==> src/rtl/fp32_pkg.sv <==
// Shared FP32 field constants, special encodings, the stage FSM encoding
// and the halving helper used by the per-operand front stage.
package fp32_pkg;

    localparam int SIGN_BIT = 31;
    localparam int EXP_MSB  = 30;
    localparam int EXP_LSB  = 23;
    localparam int MAN_MSB  = 22;
    localparam int BIAS     = 127;

    localparam logic [31:0] QNAN = 32'h7FC0_0000;
    localparam logic [31:0] PINF = 32'h7F80_0000;

    typedef enum logic [1:0] {
        ST_IDLE = 2'd0,
        ST_MUL  = 2'd1,
        ST_NORM = 2'd2,
        ST_DONE = 2'd3
    } state_t;

    // x*0.5 by exponent decrement; results that would be denormal flush to signed zero
    function automatic logic [31:0] fp32_half(input logic [31:0] a);
        logic [7:0] e;
        e = a[EXP_MSB:EXP_LSB];
        if (e == 8'hFF)
            return a;
        else if (e <= 8'd1)
            return {a[SIGN_BIT], 31'd0};
        else
            return {a[SIGN_BIT], e - 8'd1, a[MAN_MSB:0]};
    endfunction

endpackage

==> src/rtl/fp32_square.sv <==
// FP32 squarer split over two registered steps: significand product and
// exponent/flags on the MUL step, normalise + round-to-nearest-even on NORM.
module fp32_square
    import fp32_pkg::*;
(
    input  logic        clk,
    input  logic        rst,
    input  logic        i_mul_en,
    input  logic        i_norm_en,
    input  logic [30:0] i_op,
    output logic [31:0] o_square
);

    logic [47:0]        r_prod;
    logic signed [9:0]  r_exp_sum;
    logic               r_nan;
    logic               r_inf;
    logic               r_zero;
    logic [31:0]        r_square;

    logic [7:0]         w_e;
    logic [47:0]        w_mant48;
    logic               w_hi;
    logic [22:0]        w_frac;
    logic               w_guard;
    logic               w_sticky;
    logic               w_inc;
    logic [23:0]        w_rnd;
    logic signed [9:0]  w_exp;
    logic [31:0]        w_result;

    assign w_e      = i_op[EXP_MSB:EXP_LSB];
    assign w_mant48 = {24'd0, 1'b1, i_op[MAN_MSB:0]};

    // MUL step
    always_ff @(posedge clk or negedge rst) begin
        if (!rst) begin
            r_prod    <= '0;
            r_exp_sum <= '0;
            r_nan     <= 1'b0;
            r_inf     <= 1'b0;
            r_zero    <= 1'b0;
        end else if (i_mul_en) begin
            r_prod    <= w_mant48 * w_mant48;
            r_exp_sum <= $signed({2'b00, w_e}) + $signed({2'b00, w_e}) - 10'sd254;
            r_nan     <= (w_e == 8'hFF) && (i_op[MAN_MSB:0] != 23'd0);
            r_inf     <= (w_e == 8'hFF) && (i_op[MAN_MSB:0] == 23'd0);
            r_zero    <= (w_e == 8'h00);
        end
    end

    // NORM step: product lies in [2^46, 2^48); bit 47 selects the one-place shift
    always_comb begin
        w_hi     = r_prod[47];
        w_frac   = w_hi ? r_prod[46:24] : r_prod[45:23];
        w_guard  = w_hi ? r_prod[23]    : r_prod[22];
        w_sticky = w_hi ? (|r_prod[22:0]) : (|r_prod[21:0]);
        w_inc    = w_guard & (w_sticky | w_frac[0]);
        w_rnd    = {1'b0, w_frac} + {23'd0, w_inc};
        w_exp    = r_exp_sum + 10'sd127 + $signed({9'd0, w_hi}) + $signed({9'd0, w_rnd[23]});

        w_result = {1'b0, w_exp[7:0], w_rnd[22:0]};
        if (r_nan)
            w_result = QNAN;
        else if (r_inf)
            w_result = PINF;
        else if (r_zero)
            w_result = 32'd0;
        else if (w_exp > 10'sd254)
            w_result = PINF;
        else if (w_exp < 10'sd1)
            w_result = 32'd0;
    end

    always_ff @(posedge clk or negedge rst) begin
        if (!rst)
            r_square <= '0;
        else if (i_norm_en)
            r_square <= w_result;
    end

    assign o_square = r_square;

endmodule

==> src/rtl/fp_stage_one_part.sv <==
// Per-operand front stage: captures an FP32 operand on start and produces
// x/2, x^2 and a bit-exact copy for CORDIC, flagging completion with done.
module fp_stage_one_part
    import fp32_pkg::*;
#(
    parameter int FLT_DATA_WIDTH = 32
) (
    input  logic                      clk,
    input  logic                      rst,
    input  logic                      clk_en,
    input  logic                      start,
    input  logic [FLT_DATA_WIDTH-1:0] x,
    output logic [FLT_DATA_WIDTH-1:0] half,
    output logic [FLT_DATA_WIDTH-1:0] square,
    output logic [FLT_DATA_WIDTH-1:0] x_to_cordic,
    output logic                      done
);

    state_t                    r_state;
    state_t                    w_next;
    logic [FLT_DATA_WIDTH-1:0] r_op;
    logic [FLT_DATA_WIDTH-1:0] r_cordic;
    logic [FLT_DATA_WIDTH-1:0] r_half;
    logic                      r_done;
    logic                      w_mul_en;
    logic                      w_norm_en;

    always_comb begin
        w_next = r_state;
        case (r_state)
            ST_IDLE: if (start) w_next = ST_MUL;
            ST_MUL:  w_next = ST_NORM;
            ST_NORM: w_next = ST_DONE;
            ST_DONE: w_next = ST_IDLE;
            default: w_next = ST_IDLE;
        endcase
    end

    // done is registered out of DONE so it lands in the following IDLE cycle,
    // where a new start can already be accepted
    always_ff @(posedge clk or negedge rst) begin
        if (!rst) begin
            r_state  <= ST_IDLE;
            r_op     <= '0;
            r_cordic <= '0;
            r_half   <= '0;
            r_done   <= 1'b0;
        end else if (clk_en) begin
            r_state <= w_next;
            r_done  <= (r_state == ST_DONE);
            if (r_state == ST_IDLE && start) begin
                r_op     <= x;
                r_cordic <= x;
            end
            if (r_state == ST_MUL)
                r_half <= fp32_half(r_op);
        end
    end

    assign w_mul_en  = clk_en && (r_state == ST_MUL);
    assign w_norm_en = clk_en && (r_state == ST_NORM);

    fp32_square u_square (
        .clk       (clk),
        .rst       (rst),
        .i_mul_en  (w_mul_en),
        .i_norm_en (w_norm_en),
        .i_op      (r_op[30:0]),
        .o_square  (square)
    );

    assign half        = r_half;
    assign x_to_cordic = r_cordic;
    assign done        = r_done;

endmodule

==> config.mk <==
export PLATFORM = sky130hd
export DESIGN_NAME = fp_stage_one_part
export DESIGN_NICKNAME = d
export VERILOG_FILES = /design/src/rtl/fp32_pkg.sv /design/src/rtl/fp32_square.sv /design/src/rtl/fp_stage_one_part.sv
export SDC_FILE = /design/constraint.sdc
export NUM_CORES = 1
export LEC_CHECK = 0
export BUFFER_PORTS_ARGS = -buffer_cell sky130_fd_sc_hd__buf_4
export CAP_MARGIN = 20
export CELL_PAD_IN_SITES_DETAIL_PLACEMENT = 1
export CELL_PAD_IN_SITES_GLOBAL_PLACEMENT = 1
export CORE_UTILIZATION = 45
export CTS_CLUSTER_DIAMETER = 150
export DETAILED_ROUTE_END_ITERATION = 7
export HOLD_SLACK_MARGIN = 0.12
export PLACE_DENSITY_LB_ADDON = 0.1
export SLEW_MARGIN = 20
export SYNTH_ARGS = -nofsm -noshare
export SYNTH_HDL_FRONTEND = slang
export SYNTH_SLANG_ARGS = --single-unit
export TNS_END_PERCENT = 20
==> constraint.sdc <==
create_clock -name clk -period 9.35 [get_ports clk]
set_input_delay 2.805 -clock clk [delete_from_list [all_inputs] [get_ports clk]]
set_output_delay 2.805 -clock clk [all_outputs]
set_load 0.02 [all_outputs]
==> impl_results.md <==
- Outcome: completed
- Die area: 54,300 µm²
- Chip width: 233 µm
- Slew @ Worst Pin: 0.969 ns
- DP HPWL: 58,800 µm
- CP Capture Type: register
- Mapped Area: 24,000 µm²
- Final setup vio count: 0
- CTS Hold Bufs: 0
- First DRT Iteration DRCs: 851
- Hold violation total from the final report: 0
- Type of origin of the critical path: register
- CTS root buf: clkbuf_16
- Synth unique cells: 77
- R2R setup slack: 1.45 ns
- CTS H-Tree Depth: 4
- Ports: 133
- FF/Latch Area: 3930 µm²
- Placed inst area: 25,700 µm²
- Tcrit/Tclk final: 84.5%
- Commonest non-fill, non-tap cell in the layout: inv_1
- Max Freq: 127 MHz
- Synth Instances: 2,608
- Largest net degree at the start of global routing: 95
- Core area: 52,700 µm²
- Vias: 17,930
- Most common flop cell mapped by yosys: dfrtp_1
- CP max FO: 14
- # diodes: 0
- Grt ovf: 0
- Setup bufs post-CTS: 0
- DRC: 0
- CTS Buffer Depth: 2
- Seq/Total Area, Yosys: 16.4%
- Layout cells sized above 1: 9.90%
- EDFF count, synth: 0
- Gp weighted congestion: 0.891
- Final Instance Area: 26,300 µm²
- Min-delay worst type: reg -> reg
- CTS Sinks: 157
- Count of yosys warnings during synthesis: 0
- DR vias/cell: 5.30
- Routed len/inst: 21.5 µm
- Die Y-Extent: 233 µm
- Synth-to-Final Area Change: 9.53%
- Async set-reset flop share out of synthesis: 100%
- Placement Setup Slack: 1.50 ns
- Port Buffer Count: 131
- Total negative setup slack: 0 ns
- Worst-Skew Late Latency: 0.49 ns
- #FFs+latches synth: 157
- Fin worst setup slack: 1.45 ns
- Global router's overall resource usage: 28.1%
- Worst path required time: 9.71 ns
- DRT Wirelength: 72,700 µm
- Relative slew margins: 35.4%
- Fin crit period: 7.90 ns
- Starting Density: 45.6%
- CP Class: reg -> reg
- CTS Buf Count: 17
- Vias in the first global route: 20,063
- Most frequent cells in the layout: 607 x inv_1, 424 x fa_1, 341 x nand2_1, 202 x ha_1, 167 x buf_4
- Clock transition at the registers of the reported paths: 0.07 ns
- Post-cts sizing count: 0
- Global-route wire length before repair: 114,000 µm
- Avg Synthesized Cell Area: 9.21 µm²
- DR pass1 iterations: 5
- Post-synthesis net count: 3,270
- Multi-input gate area in the final layout: 17,300 µm²
- Max Cap Viol: 0
- # rows: 84
- Worst Path Arrival: 8.27 ns
- CTS tree: done
- Initial antenna violation count: 0
- Worst Skew: 0.0188 ns
- Fillers: 6,029
- RSZ-0062 raised after global routing: false
- Final Max Tran Viols: 0
- Final nets: 3,347
- Finished Core Util: 50.0%
- Post-route antenna net violation count: 0
worst max-delay path, cell delays in order (launching register included):
cell,delay [ns]
dfrtp_1,0.92
inv_1,0.56
nor2_1,0.37
fa_1,0.48
fa_1,0.48
fa_1,0.56
ha_1,0.15
inv_1,0.05
fa_1,0.48
inv_1,0.06
fa_1,0.55
fa_1,0.41
ha_1,0.38
a2111oi_0,0.48
nor3_1,0.10
o21ai_1,0.25
o21bai_2,0.15
a41o_1,0.37
a211oi_2,0.32
nor3b_1,0.15
a21o_1,0.21
a221o_1,0.28
synthesized netlist by cell type (9+ instances only):
cell type  instances  area (µm²)
a211oi_1           9        67.6
a21o_1            21         158
a21oi_1           61         305
a22o_1            20         175
and2_1            64         400
and3_1            14        87.6
clkbuf_1          97         364
dfrtp_1          157        3930
fa_1             424        8490
ha_1             202        2530
inv_1            607        2280
mux2_2            40         450
mux2i_1           13         130
nand2_1          342        1280
nand3_1           23         115
nand4_1           12        75.1
nor2_1           110         413
nor3_1            19        95.1
nor4_1            13        81.3
o21ai_0           91         455
o31ai_1           29         218
xnor2_1           54         473
xor2_1            39         342
area by class of cell:
cell class / instances / area share [%]
multi-input combinational: 1723 / 65.9
clock buffer: 18 / 1.63
clock inverter: 14 / 0.571
timing repair buffer: 169 / 4.85
inverter: 617 / 8.81
tap: 688 / 3.27
sequential: 157 / 14.9
flip-flops by register name (all words and copies together) (netlist names):
name / cells
u_square.r_prod: 47
half: 32
x_to_cordic: 32
u_square.o_square: 31
u_square.r_exp_sum: 9
r_state: 2
done: 1
u_square.r_inf: 1
u_square.r_nan: 1
u_square.r_zero: 1
path summary, 6_finish.rpt:
kind / to / start / cells after the start
min in group asynchronous: u_square.o_square[17] / rst / 1
hold reg to reg: u_square.r_prod[7] / u_square.r_prod[7] / 2
setup / recovery: u_square.r_prod[46] / x_to_cordic[6] / 21
max in group asynchronous: x_to_cordic[10] / rst / 2
setup reg to reg: u_square.r_prod[46] / x_to_cordic[6] / 21
hold / removal: u_square.r_prod[7] / u_square.r_prod[7] / 2
logic make-up after synthesis:
family | after synthesis | share of synthesized area, %
fa+ha+maj | 626 | 45.9
compound gates | 303 | 8.28
flops | 157 | 16.4
other cells | 1 | 0.0156
xor+xnor | 93 | 3.39
simple gates | 647 | 12.2
buf+inv | 728 | 11.5
mux | 53 | 2.42
per-stage QoR:
stage                     hold WS [ns]  std cells
after floorplan                  0.439       2608
after global placement           0.456       3354
after detailed placement         0.466       3354
after CTS                        0.482       3386
after global routing             0.504       3386
final                            0.475       3386
metal layers:
layer	track usage, %	up-vias	share of wire, %
met5	0	-	0
met4	8.29	0	2.6
met3	3.57	76	4.0
met2	47.1	369	48
met1	38.0	9336	46
li1	-	8149	-
Power is left out: the tool's default activity adds up to more than one toggle a clock period on the data nets, which glitch-free logic cannot reach.
